--- config.mk ---
export PLATFORM = sky130hd
export DESIGN_NAME = usb_line_tx
export DESIGN_NICKNAME = d
export VERILOG_FILES = /design/src/rtl/usbdev_pkg.sv /design/src/rtl/usb_nrzi_stuffer.sv /design/src/rtl/usb_line_tx.sv
export SDC_FILE = /design/constraint.sdc
export NUM_CORES = 1
export LEC_CHECK = 0
export ABC_AREA = 1
export BUFFER_PORTS_ARGS = -buffer_cell sky130_fd_sc_hd__clkbuf_2
export CAP_MARGIN = 20
export CORE_MARGIN = 2
export CORE_UTILIZATION = 35
export CTS_BUF_LIST = sky130_fd_sc_hd__clkbuf_2 sky130_fd_sc_hd__clkbuf_4 sky130_fd_sc_hd__clkbuf_8
export CTS_CLUSTER_DIAMETER = 50
export CTS_CLUSTER_SIZE = 10
export DETAILED_ROUTE_END_ITERATION = 16
export MAX_ROUTING_LAYER = met4
export PLACE_DENSITY = 0.5
export SLEW_MARGIN = 20
export SYNTH_ARGS = -nofsm -noshare
export SYNTH_HDL_FRONTEND = slang
export SYNTH_HIERARCHICAL = 1
export SYNTH_SLANG_ARGS = --single-unit
--- constraint.sdc ---
create_clock -name clk -period 2.4 [get_ports clk]
set_input_delay 0.36 -clock clk [delete_from_list [all_inputs] [get_ports clk]]
set_output_delay 0.36 -clock clk [all_outputs]
set_load 0.005 [all_outputs]
--- src/rtl/usbdev_pkg.sv ---
// Shared types and line-state constants for the usbdev transmit path.
package usbdev_pkg;

  typedef enum logic [2:0] {
    IDLE    = 3'd0,
    SYNC    = 3'd1,
    DATA    = 3'd2,
    STUFF   = 3'd3,
    EOP_SE0 = 3'd4,
    EOP_J   = 3'd5
  } tx_state_e;

  // Line states as {dp, dm}
  localparam logic [1:0] LS_SE0  = 2'b00;
  localparam logic [1:0] LS_J_FS = 2'b10;
  localparam logic [1:0] LS_K_FS = 2'b01;
  localparam logic [1:0] LS_J_LS = 2'b01;
  localparam logic [1:0] LS_K_LS = 2'b10;

  // A run of this many raw ones forces a stuffed zero.
  localparam int unsigned STUFF_LIMIT = 6;

  function automatic logic [1:0] j_pair(input bit low_speed);
    return low_speed ? LS_J_LS : LS_J_FS;
  endfunction

  function automatic logic [1:0] k_pair(input bit low_speed);
    return low_speed ? LS_K_LS : LS_K_FS;
  endfunction

endpackage

--- src/rtl/usb_nrzi_stuffer.sv ---
// NRZI encoder plus ones-run counter. Holds the current J/K line level and
// raises stuff_req once STUFF_LIMIT consecutive ones have been emitted.
// tick is asserted only on bit boundaries where a J/K bit is put on the line.
module usb_nrzi_stuffer
  import usbdev_pkg::*;
(
  input  logic clk,
  input  logic rst_n,
  input  logic start,
  input  logic tick,
  input  logic raw_bit,
  output logic nrzi_j,
  output logic stuff_req
);

  localparam int unsigned CNT_W = $clog2(STUFF_LIMIT + 1);

  logic [CNT_W-1:0] ones_q;

  // Line level and ones-run counter; start encodes the first bit relative to J.
  always_ff @(posedge clk or negedge rst_n) begin
    if (!rst_n) begin
      nrzi_j <= 1'b1;
      ones_q <= '0;
    end else if (start) begin
      nrzi_j <= raw_bit;
      ones_q <= {{(CNT_W-1){1'b0}}, raw_bit};
    end else if (tick) begin
      if (raw_bit) begin
        ones_q <= ones_q + 1'b1;
      end else begin
        nrzi_j <= ~nrzi_j;
        ones_q <= '0;
      end
    end
  end

  assign stuff_req = (ones_q == CNT_W'(STUFF_LIMIT));

endmodule

--- src/rtl/usb_line_tx.sv ---
// Full/low-speed USB line transmitter: SYNC, bit-stuffed NRZI data, EOP.
//
// state   | meaning
// --------+-------------------------------------------------------------
// IDLE    | line parked at J, pads released; waits for ena && tx_valid
// SYNC    | SYNC_BITS-1 zeros then a one, NRZI encoded
// DATA    | 8 bits of byte_q LSB first; byte handshake at end of bit 7
// STUFF   | one stuffed zero; bit index frozen, eop_pend_q picks the exit
// EOP_SE0 | SE0 for EOP_SE0_BITS bit periods
// EOP_J   | J for one bit period, then release pads
module usb_line_tx
  import usbdev_pkg::*;
#(
  parameter int unsigned CLKS_PER_BIT = 4,
  parameter bit          LOW_SPEED    = 1'b0,
  parameter int unsigned SYNC_BITS    = 8,
  parameter int unsigned EOP_SE0_BITS = 2
) (
  input  logic       clk,
  input  logic       rst_n,
  input  logic       ena,
  input  logic       tx_valid,
  input  logic [7:0] tx_data,
  input  logic       tx_last,
  output logic       tx_ready,
  output logic       dp_out,
  output logic       dm_out,
  output logic       oe,
  output logic       busy,
  output logic       underrun
);

  localparam int unsigned TMR_W   = $clog2(CLKS_PER_BIT);
  localparam int unsigned CNT_MAX = (SYNC_BITS > EOP_SE0_BITS) ?
                                    ((SYNC_BITS > 8) ? SYNC_BITS : 8) :
                                    ((EOP_SE0_BITS > 8) ? EOP_SE0_BITS : 8);
  localparam int unsigned CNT_W   = $clog2(CNT_MAX);

  localparam logic [TMR_W-1:0] TMR_LAST  = TMR_W'(CLKS_PER_BIT - 1);
  localparam logic [CNT_W-1:0] SYNC_LAST = CNT_W'(SYNC_BITS - 1);
  localparam logic [CNT_W-1:0] EOP_LAST  = CNT_W'(EOP_SE0_BITS - 1);

  tx_state_e        state_q, state_d;
  logic [TMR_W-1:0] tmr_q;
  logic [CNT_W-1:0] cnt_q, cnt_d, cnt_inc;
  logic [2:0]       idx_inc;
  logic [7:0]       byte_q, byte_d;
  logic             last_q, last_d;
  logic             eop_pend_q, eop_pend_d;
  logic             underrun_q, underrun_d;
  logic             ready_en_q;
  logic             tick;
  logic             pkt_end;
  logic             stf_start, stf_tick, stf_bit;
  logic             nrzi_j, stuff_req;

  // cnt_q is the SYNC bit index, the DATA bit index or the SE0 bit index.
  assign tick    = (state_q != IDLE) && (tmr_q == TMR_LAST);
  assign cnt_inc = cnt_q + 1'b1;
  assign idx_inc = cnt_q[2:0] + 3'd1;

  usb_nrzi_stuffer u_nrzi_stuffer (
    .clk       (clk),
    .rst_n     (rst_n),
    .start     (stf_start),
    .tick      (stf_tick),
    .raw_bit   (stf_bit),
    .nrzi_j    (nrzi_j),
    .stuff_req (stuff_req)
  );

  // State register and per-packet context.
  always_ff @(posedge clk or negedge rst_n) begin
    if (!rst_n) begin
      state_q    <= IDLE;
      cnt_q      <= '0;
      byte_q     <= '0;
      last_q     <= 1'b0;
      eop_pend_q <= 1'b0;
      underrun_q <= 1'b0;
      ready_en_q <= 1'b0;
    end else begin
      state_q    <= state_d;
      cnt_q      <= cnt_d;
      byte_q     <= byte_d;
      last_q     <= last_d;
      eop_pend_q <= eop_pend_d;
      underrun_q <= underrun_d;
      ready_en_q <= 1'b1;
    end
  end

  // Bit timer: restarts on packet start and on every bit boundary.
  always_ff @(posedge clk or negedge rst_n) begin
    if (!rst_n) begin
      tmr_q <= '0;
    end else if (state_q == IDLE || tick) begin
      tmr_q <= '0;
    end else begin
      tmr_q <= tmr_q + 1'b1;
    end
  end

  // Next-state, byte handshake and raw-bit selection for the NRZI stage.
  // ready_en_q keeps tx_ready low until the first edge after reset.
  always_comb begin
    state_d    = state_q;
    cnt_d      = cnt_q;
    byte_d     = byte_q;
    last_d     = last_q;
    eop_pend_d = eop_pend_q;
    underrun_d = 1'b0;
    tx_ready   = 1'b0;
    pkt_end    = 1'b0;
    stf_start  = 1'b0;
    stf_tick   = 1'b0;
    stf_bit    = 1'b0;
    unique case (state_q)
      IDLE: begin
        tx_ready = ena && ready_en_q;
        if (ena && ready_en_q && tx_valid) begin
          state_d    = SYNC;
          cnt_d      = '0;
          byte_d     = tx_data;
          last_d     = tx_last;
          eop_pend_d = 1'b0;
          stf_start  = 1'b1;
          stf_bit    = (SYNC_BITS == 1);
        end
      end
      SYNC: begin
        if (tick) begin
          stf_tick = 1'b1;
          if (cnt_q == SYNC_LAST) begin
            state_d = DATA;
            cnt_d   = '0;
            stf_bit = byte_q[0];
          end else begin
            cnt_d   = cnt_inc;
            stf_bit = (cnt_inc == SYNC_LAST);
          end
        end
      end
      DATA: begin
        if (tick) begin
          stf_tick = 1'b1;
          if (cnt_q[2:0] == 3'd7) begin
            if (last_q) begin
              pkt_end = 1'b1;
            end else begin
              tx_ready = 1'b1;
              if (tx_valid) begin
                byte_d = tx_data;
                last_d = tx_last;
              end else begin
                underrun_d = 1'b1;
                pkt_end    = 1'b1;
              end
            end
            eop_pend_d = pkt_end;
            if (stuff_req) begin
              state_d = STUFF;
            end else if (pkt_end) begin
              state_d  = EOP_SE0;
              cnt_d    = '0;
              stf_tick = 1'b0;
            end else begin
              cnt_d   = '0;
              stf_bit = tx_data[0];
            end
          end else if (stuff_req) begin
            state_d = STUFF;
          end else begin
            cnt_d   = CNT_W'(idx_inc);
            stf_bit = byte_q[idx_inc];
          end
        end
      end
      STUFF: begin
        if (tick) begin
          if (eop_pend_q) begin
            state_d = EOP_SE0;
            cnt_d   = '0;
          end else begin
            state_d  = DATA;
            cnt_d    = CNT_W'(idx_inc);
            stf_tick = 1'b1;
            stf_bit  = byte_q[idx_inc];
          end
        end
      end
      EOP_SE0: begin
        if (tick) begin
          if (cnt_q == EOP_LAST) begin
            state_d = EOP_J;
            cnt_d   = '0;
          end else begin
            cnt_d = cnt_inc;
          end
        end
      end
      EOP_J: begin
        if (tick) begin
          state_d = IDLE;
          cnt_d   = '0;
        end
      end
      default: begin
        state_d = IDLE;
        cnt_d   = '0;
      end
    endcase
  end

  // Line decode from registered state and NRZI level.
  always_comb begin
    {dp_out, dm_out} = j_pair(LOW_SPEED);
    unique case (state_q)
      SYNC, DATA, STUFF: {dp_out, dm_out} = nrzi_j ? j_pair(LOW_SPEED) : k_pair(LOW_SPEED);
      EOP_SE0:           {dp_out, dm_out} = LS_SE0;
      default:           {dp_out, dm_out} = j_pair(LOW_SPEED);
    endcase
  end

  assign busy     = (state_q != IDLE);
  assign oe       = busy;
  assign underrun = underrun_q;

endmodule

==> summary.txt <==
Outcome
  • Outcome: completed

Power
  • Max VDD drop: around 0.45 mV
  • P per Cell Area: around 1300 nW/um^2
  • Leak Pwr: slightly above 0.9 nW

GRT
  • Global-route wire length before repair: 6.39 mm
  • GRT Total Usage: 16.6%
  • M2 GR Usage: 24.9%
  • Met3 capacity usage during global routing: 2.85%
  • Vias in the first global route: 1404
  • Largest net degree at the start of global routing: 25
  • Busiest grt layer: met2
  • Grt ovf: 0
  • Initial antenna violation count: 0
  • GR Layer Usage met1: 22.9%

Worst hold path
  • Worst Hold Class: input pin to asynchronous set/reset pin

STA
  • RSZ-0062 raised after global routing: no
  • Slew Limit Fails: 0
  • Relative slew slack: 57.7%
  • Minimum clock period: 2.14 ns
  • Setup TNS: 0 ns
  • PnR worst setup slack: 0.255 ns
  • Fin crit share: 89.4%
  • Slew @ Worst Pin: 0.635 ns
  • Setup Viol. Count Final: 0
  • Setup Skew: 0.00236 ns
  • Final hold vios: 0
  • Max Freq: 0.466 GHz

Placed design
  • PortBufs: 18
  • Placed instance count: 284
  • Placed inst area: 1700 sq um
  • RePlAce Congestion: 0.903
  • Worst slack at placement: 0.356 ns
  • HPWL after DPL: around 2.7 mm

Logic synthesis
  • Seq/Total Area, Yosys: a little under 40%
  • Top area cells in the synthesized netlist: dfrtp_1 37%, nand2_1 14%, nand3_1 11%
  • Syn nets: 235
  • Commonest register cell after synthesis: dfrtp_1
  • Most common cell in the netlist: nand2_1
  • Cells after Synth: roughly 220
  • Synth cell count leaders: 60 x nand2_1, 34 x nand3_1, 23 x dfrtp_1, 23 x inv_1, 14 x nor2_1
  • Yosys Warn Count: 6
  • Dominant cell type by area after synthesis: dfrtp_1
  • Mean Syn Cell Area: 7.23 sq um
  • FF+latch count, synth: 24
  • Synthesized area: 1550 sq um
  • EDFF count, synth: 0
  • Cell variety after synth: 28
  • Top cell type's share of synthesized area: 37.0%
  • Ys async rst share: between 90% and 100%

Critical path
  • WS Path Type: register to primary output
  • Setup crit start kind: register
  • CP max FO: 8
  • CP arrival: 1.78 ns
  • CP required: 2.04 ns
  • CP endpoint kind: primary output

Clock network
  • CTS HTree Levels: 1
  • # hold bufs at CTS: 0
  • Largest buffer count on any clock path: 2
  • Post-CTS Setup Repair Bufs: 0
  • Post-CTS Resized: 0
  • Clk pin slew, worst setup/hold paths: 0.09 ns
  • Clk root buf: clkbuf_8
  • Clk sinks: 24
  • CTS tree: built
  • CTS buffer count: 3
  • Worst skew pair latency: roughly 0.27 ns

Drt
  • Antenna-violating nets left: 0
  • DR pass1 iterations: 4
  • Via count: 1396
  • Via/cell ratio: between 4 and 5
  • DR iter-0 viols: 70
  • WL/cell: 12.1 um
  • # DRC: 0
  • Post-Route WL: 3.49 mm

Cells and area
  • Non-Filler Instances: 288
  • Layout cells sized above 1: 20.3%
  • Final Util: 40.5%
  • Ant. Diodes: 0
  • Layout area overhead: 12.8%
  • Finished Cell Area: 1750 sq um
  • Final #Nets: 257

Flow run
  • Max-Cap Viols: 0

Floorplan
  • Die W: roughly 71 um
  • Die height: around 70 um
  • Top Ports: 19
  • Core ar.: between 4000 and 5000 sq um
  • Initial core utilization: a little over a third
  • Die area: around 5000 sq um
  • Row Count: 24
power by group:
group	switching, mW	internal [mW]	total, mW
Combinational	0.802	0.420	1.22
Clock	0.137	0.147	0.284
Sequential	0.126	0.564	0.690
Total	1.07	1.13	2.20
critical path, stage by stage, from the launching register on:
cell	delay, ns
dfrtp_1	0.49
ha_1	0.20
ha_1	0.21
inv_1	0.13
nor2_2	0.18
nand3_1	0.13
nand2_1	0.08
clkbuf_2	0.10
cell families (layout without fill, tap and decap cells):
family                   count (synthesis)  in the layout  share of synthesized area, %
buffers and inverters                   33             54                          9.02
XOR/XNOR                                 1              1                         0.564
adder cells (fa/ha/maj)                  7              7                          5.64
AND/OR/NAND/NOR                        128            128                          38.2
AO/OA/AOI/OAI                           21             21                          7.57
flip-flops                              24             24                          38.7
other                                    1              1                         0.241
flip-flops by register name, summed over array words and instances, names as in the netlist:
| name | flops |
|---|---|
| u_nrzi_stuffer/ones_q | 3 |
| tmr_q | 2 |
| last_q | 1 |
| u_nrzi_stuffer/nrzi_j | 1 |
| state_q | 3 |
| ready_en_q | 1 |
| eop_pend_q | 1 |
| underrun | 1 |
| cnt_q | 3 |
| byte_q | 8 |
layer usage:
| metal | up-vias | share of wire [%] | routed length [um] |
|---|---|---|---|
| li1 | 730 | - | - |
| met1 | 621 | 51 | 1780 |
| met2 | 39 | 43 | 1490 |
| met3 | 6 | 5.4 | 188 |
| met4 | 0 | 1.1 | 39 |
| met5 | - | 0 | 0 |
stage by stage:
stage	hold WS, ns	total power, mW
global placement	0.415	1.94
floorplan	0.0644	1.65
detailed placement	0.424	1.93
CTS	0.121	2.23
global route	0.148	2.47
finish	0.0927	2.20
cell usage in the layout, fill, tap and decap left out, types with 5 or more instances in the layout:
cell	n
o21ai_0	8
a21oi_1	5
dfrtp_1	23
inv_2	5
nor2_2	6
nor2_1	14
clkbuf_2	18
nand2_1	60
nand3_1	34
ha_1	7
nand2_2	5
inv_1	23
path summary, 6_finish.rpt:
kind	from	endpoint	slack, ns	cells after the start
worst max-delay path	cnt_q[0]$_DFFE_PN0P_	tx_ready	0.26	7
max in group asynchronous	rst_n	tmr_q[1]$_DFF_PN0_	1.90	1
worst min-delay path	rst_n	cnt_q[1]$_DFFE_PN0P_	0.09	1
worst min register to register	tmr_q[0]$_DFF_PN0_	tmr_q[0]$_DFF_PN0_	0.44	1
min in group clk	tx_valid	underrun$_DFF_PN0_	0.28	2
worst max register to register	cnt_q[0]$_DFFE_PN0P_	u_nrzi_stuffer/ones_q[2]$_DFFE_PN0P_	0.33	11
layout make-up:
class                   count  area (sq um)
inverters                  31           121
clock buffers               4          55.1
fillers                   480          2570
multi-input cells         158           812
well taps                  52          65.1
repair buffers             19          97.6
flip-flops and latches     24           602
No activity file was read; power rests on OpenSTA's default activity.
